## src/rtl/regs_pkg.sv

```systemverilog
// Shared widths, constants and write-port identifiers for the register file.
// Build option REGS_BYPASS_EN enables write-first forwarding on read ports.
package regs_pkg;

    localparam int REGS_DATA_W = 32;
    localparam int REGS_ADDR_W = 5;
    localparam int REG_ZERO    = 0;
    localparam int DBG_BASE    = 16;
    localparam int NWP         = 2;

    // Write-back ports in ascending priority order: the load result is younger.
    typedef enum logic {
        WP_ALU  = 1'b0,
        WP_LOAD = 1'b1
    } wport_e;

endpackage

```

## src/rtl/regs_if.sv

```systemverilog
// Bus bundle between the pipeline (master) and the register file (slave).
// Build option REGS_BYPASS_EN does not change this bundle.
interface regs_if #(
    parameter int DATA_W = 32,
    parameter int ADDR_W = 5,
    parameter int NRD    = 2
);

    logic [NRD*ADDR_W-1:0] rd_addr;
    logic [NRD*DATA_W-1:0] rd_data;
    logic [NRD-1:0]        rd_busy;

    logic                  w0_we;
    logic [ADDR_W-1:0]     w0_addr;
    logic [DATA_W-1:0]     w0_data;
    logic                  w1_we;
    logic [ADDR_W-1:0]     w1_addr;
    logic [DATA_W-1:0]     w1_data;

    logic                  iss_we;
    logic [ADDR_W-1:0]     iss_addr;

    logic [ADDR_W-1:0]     dbg_addr;
    logic [DATA_W-1:0]     dbg_data;
    logic                  busy_any;

    modport master (
        output rd_addr,
        output w0_we, w0_addr, w0_data,
        output w1_we, w1_addr, w1_data,
        output iss_we, iss_addr,
        output dbg_addr,
        input  rd_data, rd_busy, dbg_data, busy_any
    );

    modport slave (
        input  rd_addr,
        input  w0_we, w0_addr, w0_data,
        input  w1_we, w1_addr, w1_data,
        input  iss_we, iss_addr,
        input  dbg_addr,
        output rd_data, rd_busy, dbg_data, busy_any
    );

endinterface

```

## src/rtl/regs_rdport.sv

```systemverilog
// One combinational read port: storage mux, r0 check and busy lookup.
// With REGS_BYPASS_EN, same-cycle committing writes are forwarded.
module regs_rdport
    import regs_pkg::*;
#(
    parameter int DATA_W = REGS_DATA_W,
    parameter int ADDR_W = REGS_ADDR_W,
    parameter int NREG   = 2**ADDR_W
) (
    input  logic [ADDR_W-1:0]           addr_i,
    input  logic [DATA_W-1:0]           regs_i [NREG],
    input  logic [NREG-1:0]             busy_i,
`ifdef REGS_BYPASS_EN
    input  logic [NWP-1:0]              wc_i,
    input  logic [NWP-1:0][ADDR_W-1:0]  wa_i,
    input  logic [NWP-1:0][DATA_W-1:0]  wd_i,
`endif
    output logic [DATA_W-1:0]           data_o,
    output logic                        busy_o
);

    logic zero;
    assign zero = (addr_i == ADDR_W'(REG_ZERO));

`ifdef REGS_BYPASS_EN
    logic [NWP-1:0] hit;

    // wc_i already excludes r0, so a hit never forwards into r0.
    for (genvar p = 0; p < NWP; p++) begin : g_hit
        assign hit[p] = wc_i[p] && (wa_i[p] == addr_i);
    end

    always_comb begin
        data_o = zero ? '0 : regs_i[addr_i];
        if (hit[WP_LOAD]) begin
            data_o = wd_i[WP_LOAD];
        end else if (hit[WP_ALU]) begin
            data_o = wd_i[WP_ALU];
        end
    end

    assign busy_o = !zero && busy_i[addr_i] && !(|hit);
`else
    assign data_o = zero ? '0 : regs_i[addr_i];
    assign busy_o = !zero && busy_i[addr_i];
`endif

endmodule

```

## src/rtl/regs_sb.sv

```systemverilog
// Register file with per-register busy scoreboard, two write-back ports.
// Build option REGS_BYPASS_EN: write-first forwarding on every read port.
module regs_sb
    import regs_pkg::*;
#(
    parameter int DATA_W = REGS_DATA_W,
    parameter int ADDR_W = REGS_ADDR_W,
    parameter int NRD    = 2
) (
    input  logic  clk,
    input  logic  rst,
    regs_if.slave bus
);

    localparam int NREG = 2**ADDR_W;
    localparam logic [ADDR_W-1:0] ZA = ADDR_W'(REG_ZERO);

    logic [DATA_W-1:0] regs_q [NREG];
    logic [DATA_W-1:0] regs_d [NREG];
    logic [NREG-1:0]   busy_q;
    logic [NREG-1:0]   busy_d;

    logic [NWP-1:0]             wc;
    logic [NWP-1:0][ADDR_W-1:0] wa;
    logic [NWP-1:0][DATA_W-1:0] wd;

    assign wa[WP_ALU]  = bus.w0_addr;
    assign wd[WP_ALU]  = bus.w0_data;
    assign wc[WP_ALU]  = bus.w0_we && (bus.w0_addr != ZA);
    assign wa[WP_LOAD] = bus.w1_addr;
    assign wd[WP_LOAD] = bus.w1_data;
    assign wc[WP_LOAD] = bus.w1_we && (bus.w1_addr != ZA);

    // Ports applied in priority order; a new issue overrides any clear.
    always_comb begin
        regs_d = regs_q;
        busy_d = busy_q;
        for (int p = 0; p < NWP; p++) begin
            if (wc[p]) begin
                regs_d[wa[p]] = wd[p];
                busy_d[wa[p]] = 1'b0;
            end
        end
        if (bus.iss_we && (bus.iss_addr != ZA)) begin
            busy_d[bus.iss_addr] = 1'b1;
        end
    end

    always_ff @(posedge clk or negedge rst) begin
        if (!rst) begin
            for (int i = 0; i < NREG; i++) begin
                regs_q[i] <= '0;
            end
            busy_q <= '0;
        end else begin
            regs_q <= regs_d;
            busy_q <= busy_d;
        end
    end

    logic [NRD*DATA_W-1:0] rd_data;
    logic [NRD-1:0]        rd_busy;

    for (genvar k = 0; k < NRD; k++) begin : g_rd
        regs_rdport #(
            .DATA_W (DATA_W),
            .ADDR_W (ADDR_W),
            .NREG   (NREG)
        ) u_rd (
            .addr_i (bus.rd_addr[k*ADDR_W +: ADDR_W]),
            .regs_i (regs_q),
            .busy_i (busy_q),
`ifdef REGS_BYPASS_EN
            .wc_i   (wc),
            .wa_i   (wa),
            .wd_i   (wd),
`endif
            .data_o (rd_data[k*DATA_W +: DATA_W]),
            .busy_o (rd_busy[k])
        );
    end

    assign bus.rd_data  = rd_data;
    assign bus.rd_busy  = rd_busy;
    assign bus.dbg_data = (bus.dbg_addr == ZA) ? '0 : regs_q[bus.dbg_addr];
    assign bus.busy_any = |busy_q;

endmodule

```

## src/flat_wrapper.sv

```systemverilog
// flat-port wrapper written by rule: the top's interface ports become plain ports
module regs_sb_flat import regs_pkg::*;
#(
    parameter int DATA_W = REGS_DATA_W,
    parameter int ADDR_W = REGS_ADDR_W,
    parameter int NRD    = 2
)
  (clk, rst, bus_rd_addr, bus_w0_we, bus_w0_addr, bus_w0_data, bus_w1_we, bus_w1_addr, bus_w1_data, bus_iss_we, bus_iss_addr, bus_dbg_addr, bus_rd_data, bus_rd_busy, bus_dbg_data, bus_busy_any);
  regs_if #(.DATA_W(DATA_W), .ADDR_W(ADDR_W), .NRD(NRD)) bus_i ();
  input  logic clk;
  input  logic rst;
  input wire logic [$bits(bus_i.rd_addr)-1:0] bus_rd_addr;
  input wire logic [$bits(bus_i.w0_we)-1:0] bus_w0_we;
  input wire logic [$bits(bus_i.w0_addr)-1:0] bus_w0_addr;
  input wire logic [$bits(bus_i.w0_data)-1:0] bus_w0_data;
  input wire logic [$bits(bus_i.w1_we)-1:0] bus_w1_we;
  input wire logic [$bits(bus_i.w1_addr)-1:0] bus_w1_addr;
  input wire logic [$bits(bus_i.w1_data)-1:0] bus_w1_data;
  input wire logic [$bits(bus_i.iss_we)-1:0] bus_iss_we;
  input wire logic [$bits(bus_i.iss_addr)-1:0] bus_iss_addr;
  input wire logic [$bits(bus_i.dbg_addr)-1:0] bus_dbg_addr;
  output wire logic [$bits(bus_i.rd_data)-1:0] bus_rd_data;
  output wire logic [$bits(bus_i.rd_busy)-1:0] bus_rd_busy;
  output wire logic [$bits(bus_i.dbg_data)-1:0] bus_dbg_data;
  output wire logic [$bits(bus_i.busy_any)-1:0] bus_busy_any;
  assign bus_i.rd_addr = bus_rd_addr;
  assign bus_i.w0_we = bus_w0_we;
  assign bus_i.w0_addr = bus_w0_addr;
  assign bus_i.w0_data = bus_w0_data;
  assign bus_i.w1_we = bus_w1_we;
  assign bus_i.w1_addr = bus_w1_addr;
  assign bus_i.w1_data = bus_w1_data;
  assign bus_i.iss_we = bus_iss_we;
  assign bus_i.iss_addr = bus_iss_addr;
  assign bus_i.dbg_addr = bus_dbg_addr;
  assign bus_rd_data = bus_i.rd_data;
  assign bus_rd_busy = bus_i.rd_busy;
  assign bus_dbg_data = bus_i.dbg_data;
  assign bus_busy_any = bus_i.busy_any;
  regs_sb #(.DATA_W(DATA_W), .ADDR_W(ADDR_W), .NRD(NRD)) u_core (.clk(clk), .rst(rst), .bus(bus_i));
endmodule
```

## config.mk

```make
export PLATFORM = sky130hd
export DESIGN_NAME = regs_sb_flat
export DESIGN_NICKNAME = d
export VERILOG_FILES = /design/src/rtl/regs_pkg.sv /design/src/rtl/regs_if.sv /design/src/rtl/regs_rdport.sv /design/src/rtl/regs_sb.sv /design/src/flat_wrapper.sv
export SDC_FILE = /design/constraint.sdc
export NUM_CORES = 2
export LEC_CHECK = 0
export CORE_ASPECT_RATIO = 0.5
export CORE_MARGIN = 1
export CORE_UTILIZATION = 28
export DETAILED_ROUTE_END_ITERATION = 6
export GPL_TIMING_DRIVEN = 1
export REMOVE_ABC_BUFFERS = 1
export SKIP_LAST_GASP = 1
export SLEW_MARGIN = 30
export SYNTH_ARGS = -nofsm -noshare
export SYNTH_HDL_FRONTEND = slang
export SYNTH_HIERARCHICAL = 1
export SYNTH_SLANG_ARGS = --single-unit
```

## constraint.sdc

```tcl
create_clock -name clk -period 2.15 [get_ports clk]
set_input_delay 0.3225 -clock clk [delete_from_list [all_inputs] [get_ports clk]]
set_output_delay 0.3225 -clock clk [all_outputs]
set_load 0.05 [all_outputs]
```

== Word-level counts from Yosys, hierarchy flattened ==
Index checks and enable logic that the tools add are counted.
Storage, ports and cells
  register bits: 1056
  input bits: 99
Operators by class
  order comparisons: 15
  mux-type cells: 33
  bitwise operators: 10
  reduce and logical (&&, ||, !) cells: 19
Operator list (number)
  1024-bit bitwise mux: 2
  1024-bit two-way mux: 2
  32-bit binary-select mux with 5-bit select: 3
  32-bit two-way mux: 14
  32-bit demux with 5-bit select: 2
  32-bit AND: 2
  32-bit inverter: 2
  32-bit bitwise OR: 1
  32-bit OR reduction: 1
  6-bit >= comparator (second input constant): 5
  5-bit by 6-bit < comparator with 1-bit output (second input constant): 5
  5-bit inverter with 6-bit output: 5
  1-bit demux with 5-bit select: 3
  5-bit by 1-bit >= comparator with 1-bit output (second input constant): 3
  5-bit zero test: 3
  5-bit nonzero test: 3
  6-bit by 1-bit < comparator with 1-bit output (second input constant): 2
  1-bit binary-select mux with 5-bit select: 2
  1-bit logical AND: 10
  1-bit two-way mux: 5
  1-bit zero test: 2

== Longest topological paths before layout ==
  word-level depth: 11
  depth in mapped cells: 8
  depth with buffers taken out: 4

== Hierarchy ==
Netlist, hierarchy kept.
By module, submodules not included
  regs_sb: times used 1, cells an instance 5504, area an instance 56736.9 µm², seq. area each 26425.3 µm²
  regs_rdport: times used 2, cells an instance 684, area an instance 8749.6 µm², seq. area each 0.0 µm²

== Worst setup path after synthesis ==
No wires, ideal clock.
  path type: in2out
  from: input port bus_dbg_addr[0]
  to: output port bus_dbg_data[10]
  data arrival time: 2.741 ns
  setup slack: -0.914 ns
  stages: 7
  buffers on the path: 4
  path through: buf_2 -> inv_1 -> buf_2 -> clkbuf_1 -> buf_2 -> o2111ai_1 -> a311oi_1
On the way
  cells in the longest elaborated chain, start to end: 5
RTL lines
  start, declared: RTL line flat_wrapper.sv:21  | input wire logic [$bits(bus_i.dbg_addr)-1:0] bus_dbg_addr;
  5-bit inverter with 6-bit output (not written as such): RTL line regs_sb.sv:85  | assign bus.dbg_data = (bus.dbg_addr == ZA) ? '0 : regs_q[bus.dbg_addr];
  32-bit binary-select mux with 5-bit select: RTL line regs_sb.sv:85
  32-bit two-way mux (not written as such) (2 in series): RTL line regs_sb.sv:85
  32-bit two-way mux (*): RTL line regs_sb.sv:85
  end, declared: RTL line flat_wrapper.sv:24  | output wire logic [$bits(bus_i.dbg_data)-1:0] bus_dbg_data;
Mark *: on every way between the ends. The rest lies on a longest branch, timed or not. The select of a mux whose other input is x is not followed.

== Worst setup path after layout ==
  from: register u_core/regs_q[302] in the netlist's numbering
  to: output port bus_rd_data[46]
On the way
  cells in the longest elaborated chain, start to end: 4
RTL lines
  start, declared: RTL line regs_sb.sv:18  | logic [DATA_W-1:0] regs_q [NREG];
  start signal, assigned: RTL line regs_sb.sv:56  | regs_q <= regs_d;
  32-bit binary-select mux with 5-bit select: RTL line regs_rdport.sv:44  | assign data_o = zero ? '0 : regs_i[addr_i];
  32-bit two-way mux (not written as such) (2 in series): RTL line regs_rdport.sv:44
  32-bit two-way mux: RTL line regs_rdport.sv:44
  end, declared: RTL line flat_wrapper.sv:22  | output wire logic [$bits(bus_i.rd_data)-1:0] bus_rd_data;
No other way between the ends. The select of a mux whose other input is x is not followed.

==> impl_metrics.py <==
metrics = {
    "global_route": {
        "grt_pass1_wl_um": 504400,
        "gr-total-overflow": 0,
        "grt_usage_pct": 26.07,
        "antenna_found_initial": 11,
        "grt_pass1_vias": 65380,
        "grt_max_degree": 90,
    },
    "sta": {
        "tns_ns": -66.02,
        "finalCritPeriodShare_pct": 138.7,
        "rsz0062_at_grt": "yes",
        "clock_skew_ns": 0,
        "hold_viol_final": 0,
        "final-max-slew-violation-count": 0,
        "whs_ns": 0.06142,
        "worst_slew_pin_slew_ns": 0.8318,
        "finalSetupViolCount": 99,
        "final.setup.worst_slack_ns": -0.8310,
        "fmaxAchievable_mhz": 335.5,
        "min_period_ns": 2.981,
        "max_slew_margin_pct": 44.55,
    },
    "logic_synthesis": {
        "async_flop_share_pct": 100.0,
        "syn_area_sq_mm": 0.07424,
        "postSynthAreaPerCell_sq_um": 10.80,
        "synthCells": 6872,
        "ys_seq_area_share_pct": 35.60,
        "ys_ff_latch": 1056,
        "yosysWarnings": 6,
        "synth_cell_types": 56,
        "ys.flop_type": "dfrtp_1",
        "synth_edf_count": 0,
    },
    "routing": {
        "drcViolationCount": 2,
        "final_antenna_net_count": 0,
        "wl_um": 359800,
        "dr.pass1.iters": 7,
        "wire_per_inst_um": 32.68,
        "initialDrtViolationCount": 10870,
        "vias_per_cell": 6.183,
        "vias": 68070,
    },
    "finish": {
        "fillers": 25430,
        "nets": 7488,
        "multi_input_comb_area_sq_mm": 0.04652,
        "syn_to_final_growth_pct": 30.61,
        "drive_above_1_share_pct": 35.09,
        "seqCellArea_sq_mm": 0.02643,
    },
    "placement": {
        "port_buffers": 197,
        "routabilityCongestion": 0.9843,
        "dp_hpwl_um": 246500,
    },
    "floorplanning": {
        "die_height_um": 366.1,
        "initial_core_util_pct": 28.20,
        "rows": 133,
        "coreArea_sq_mm": 0.2633,
        "dieArea_sq_mm": 0.2673,
        "die_w_um": 730.2,
        "ios": 198,
    },
    "worst_setup_path": {
        "end_kind": "output pin",
        "r2r_start": "u_core/regs_q[916]",
        "critPathLaunch": "u_core/regs_q[302]",
        "r2r_cells": 3,
        "worst-endpoint-arrival_ns": 2.66,
        "crit_type": "reg -> out",
        "worstPathRequired_ns": 1.83,
        "regToRegSetupSlack_ns": 1.15,
        "cp_max_fo": 4,
        "cp-start-kind": "register",
    },
    "hold_path": {
        "hp-class": "in -> async",
    },
    "outcome": {
        "failed_checks": "design-rule violations, negative setup slack",
        "status": "complete, but fails checks",
    },
    "cts": {
        "cts_sinks": 1056,
        "tritoncts": "built",
        "clk_pin_slew_ns": 0.07,
        "cts_buffer_depth": 3,
        "cts_htree_levels": 3,
        "numCtsBuffers": 121,
        "clkLatencyLatePin_ns": 0.79,
        "cts_root_buf": "clkbuf_16",
    },
    "pwr": {
        "ir_drop_mv": 0.7600,
        "powerDensity_mw_per_mm2": 843.6,
        "total_leakage_power_nw": 39.79,
    },
    "flow_run": {
        "cap_violations": 0,
    },
}
==> path summary, 6_finish.rpt <==
check                                           end
worst min-delay path             u_core/regs_q[686]
worst max register to register   u_core/regs_q[916]
min in group clk                  u_core/busy_q[29]
max in group asynchronous        u_core/regs_q[242]
worst max-delay path                bus_rd_data[46]
worst min register to register  u_core/regs_q[1017]
==> flip-flops by register name (all words and copies together), names as in the netlist <==
name	count
u_core/regs_q	1024
u_core/busy_q	32
==> where the power goes <==
group / internal [mW] / leakage, nW / total (mW) / switching, mW
Sequential: 25.0 / 12.8 / 30.8 / 5.77
Clock: 12.7 / 2.04 / 22.3 / 9.60
Combinational: 15.6 / 24.9 / 28.7 / 13.1
==> metal layers <==
| metal | up-vias | routed length [um] | GRT usage (%) |
|---|---|---|---|
| li1 | 27080 | - | - |
| met1 | 34010 | 131800 | 33.58 |
| met2 | 5600 | 147800 | 36.78 |
| met3 | 1376 | 49910 | 8.720 |
| met4 | 10 | 30250 | 17.98 |
| met5 | - | 71 | 0 |
==> timing repair <==
action | 4_1_cts | 5_1_grt
setup endpoints to repair | 99 | 99
pin swaps | 99 | 79
buffers inserted | 60 | 29
gates resized for setup | 482 | 137
hold buffers | 1 | 0
endpoints found under the hold margin | 436 | 0
==> metrics by stage <==
stage	setup slack, ns	total power, mW	util [%]	cell area, sq um	std cells
after detailed placement	-0.9733	56.46	34.13	89850	10730
after floorplan	-4.880	44.36	-	69910	5980
final	-0.8310	81.79	36.83	96960	11010
after global placement	-1.191	55.63	34.11	89800	10730
after CTS	-0.8129	80.21	36.51	96110	10980
after global routing	-0.8675	84.36	36.83	96950	11010
==> cell usage in the layout (no fill, tap or decap), drive strengths merged, types with 71 or more instances in the layout <==
cell and instances:
a211oi 98, a21oi 657, a221oi 71, a22oi 98, a311oi 98, a32oi 109, buf 1194, clkbuf 184
clkdlybuf4s50 82, dfrtp 1056, mux2 98, mux2i 1064, mux4 686, nand2 468, nor2 704, nor2b 113
o21ai 498
==> logic make-up after synthesis <==
family	Yosys count	share of synthesized area (%)
multiplexers	1848	36.83
AO/OA/AOI/OAI	1696	13.85
AND/OR/NAND/NOR	1375	7.874
flip-flops	1056	35.60
buffers and inverters	897	5.852
==> cell usage after synthesis (all sizes together) (109+ instances only) <==
| cell type | count | area (sq um) |
|---|---|---|
| nand2 | 468 | 1757 |
| mux2i | 1064 | 10650 |
| o21ai | 498 | 2492 |
| a32oi | 109 | 954.7 |
| clkbuf | 526 | 1979 |
| nor2 | 704 | 2683 |
| nor2b | 113 | 706.9 |
| dfrtp | 1056 | 26430 |
| buf | 366 | 2346 |
| mux4 | 686 | 15580 |
| a21oi | 657 | 3288 |
==> layout make-up <==
class	count	share of cell area, %
multi-input cells	4919	47.98
repair buffers	1286	15.92
clock buffers	175	3.612
clock inverters	52	0.6659
diodes	7	0.01807
inverters	5	0.02710
well taps	3510	4.529
flip-flops and latches	1056	27.25
==> critical path: stages, from the launching register on <==
cell      delay [ns]
dfrtp_1         0.40
mux2i_1         0.11
a221oi_1        0.33
o21ai_1         0.17
a311oi_2        0.46
buf_4           0.22
buf_12          0.13
(Power assumes the default switching activity.)
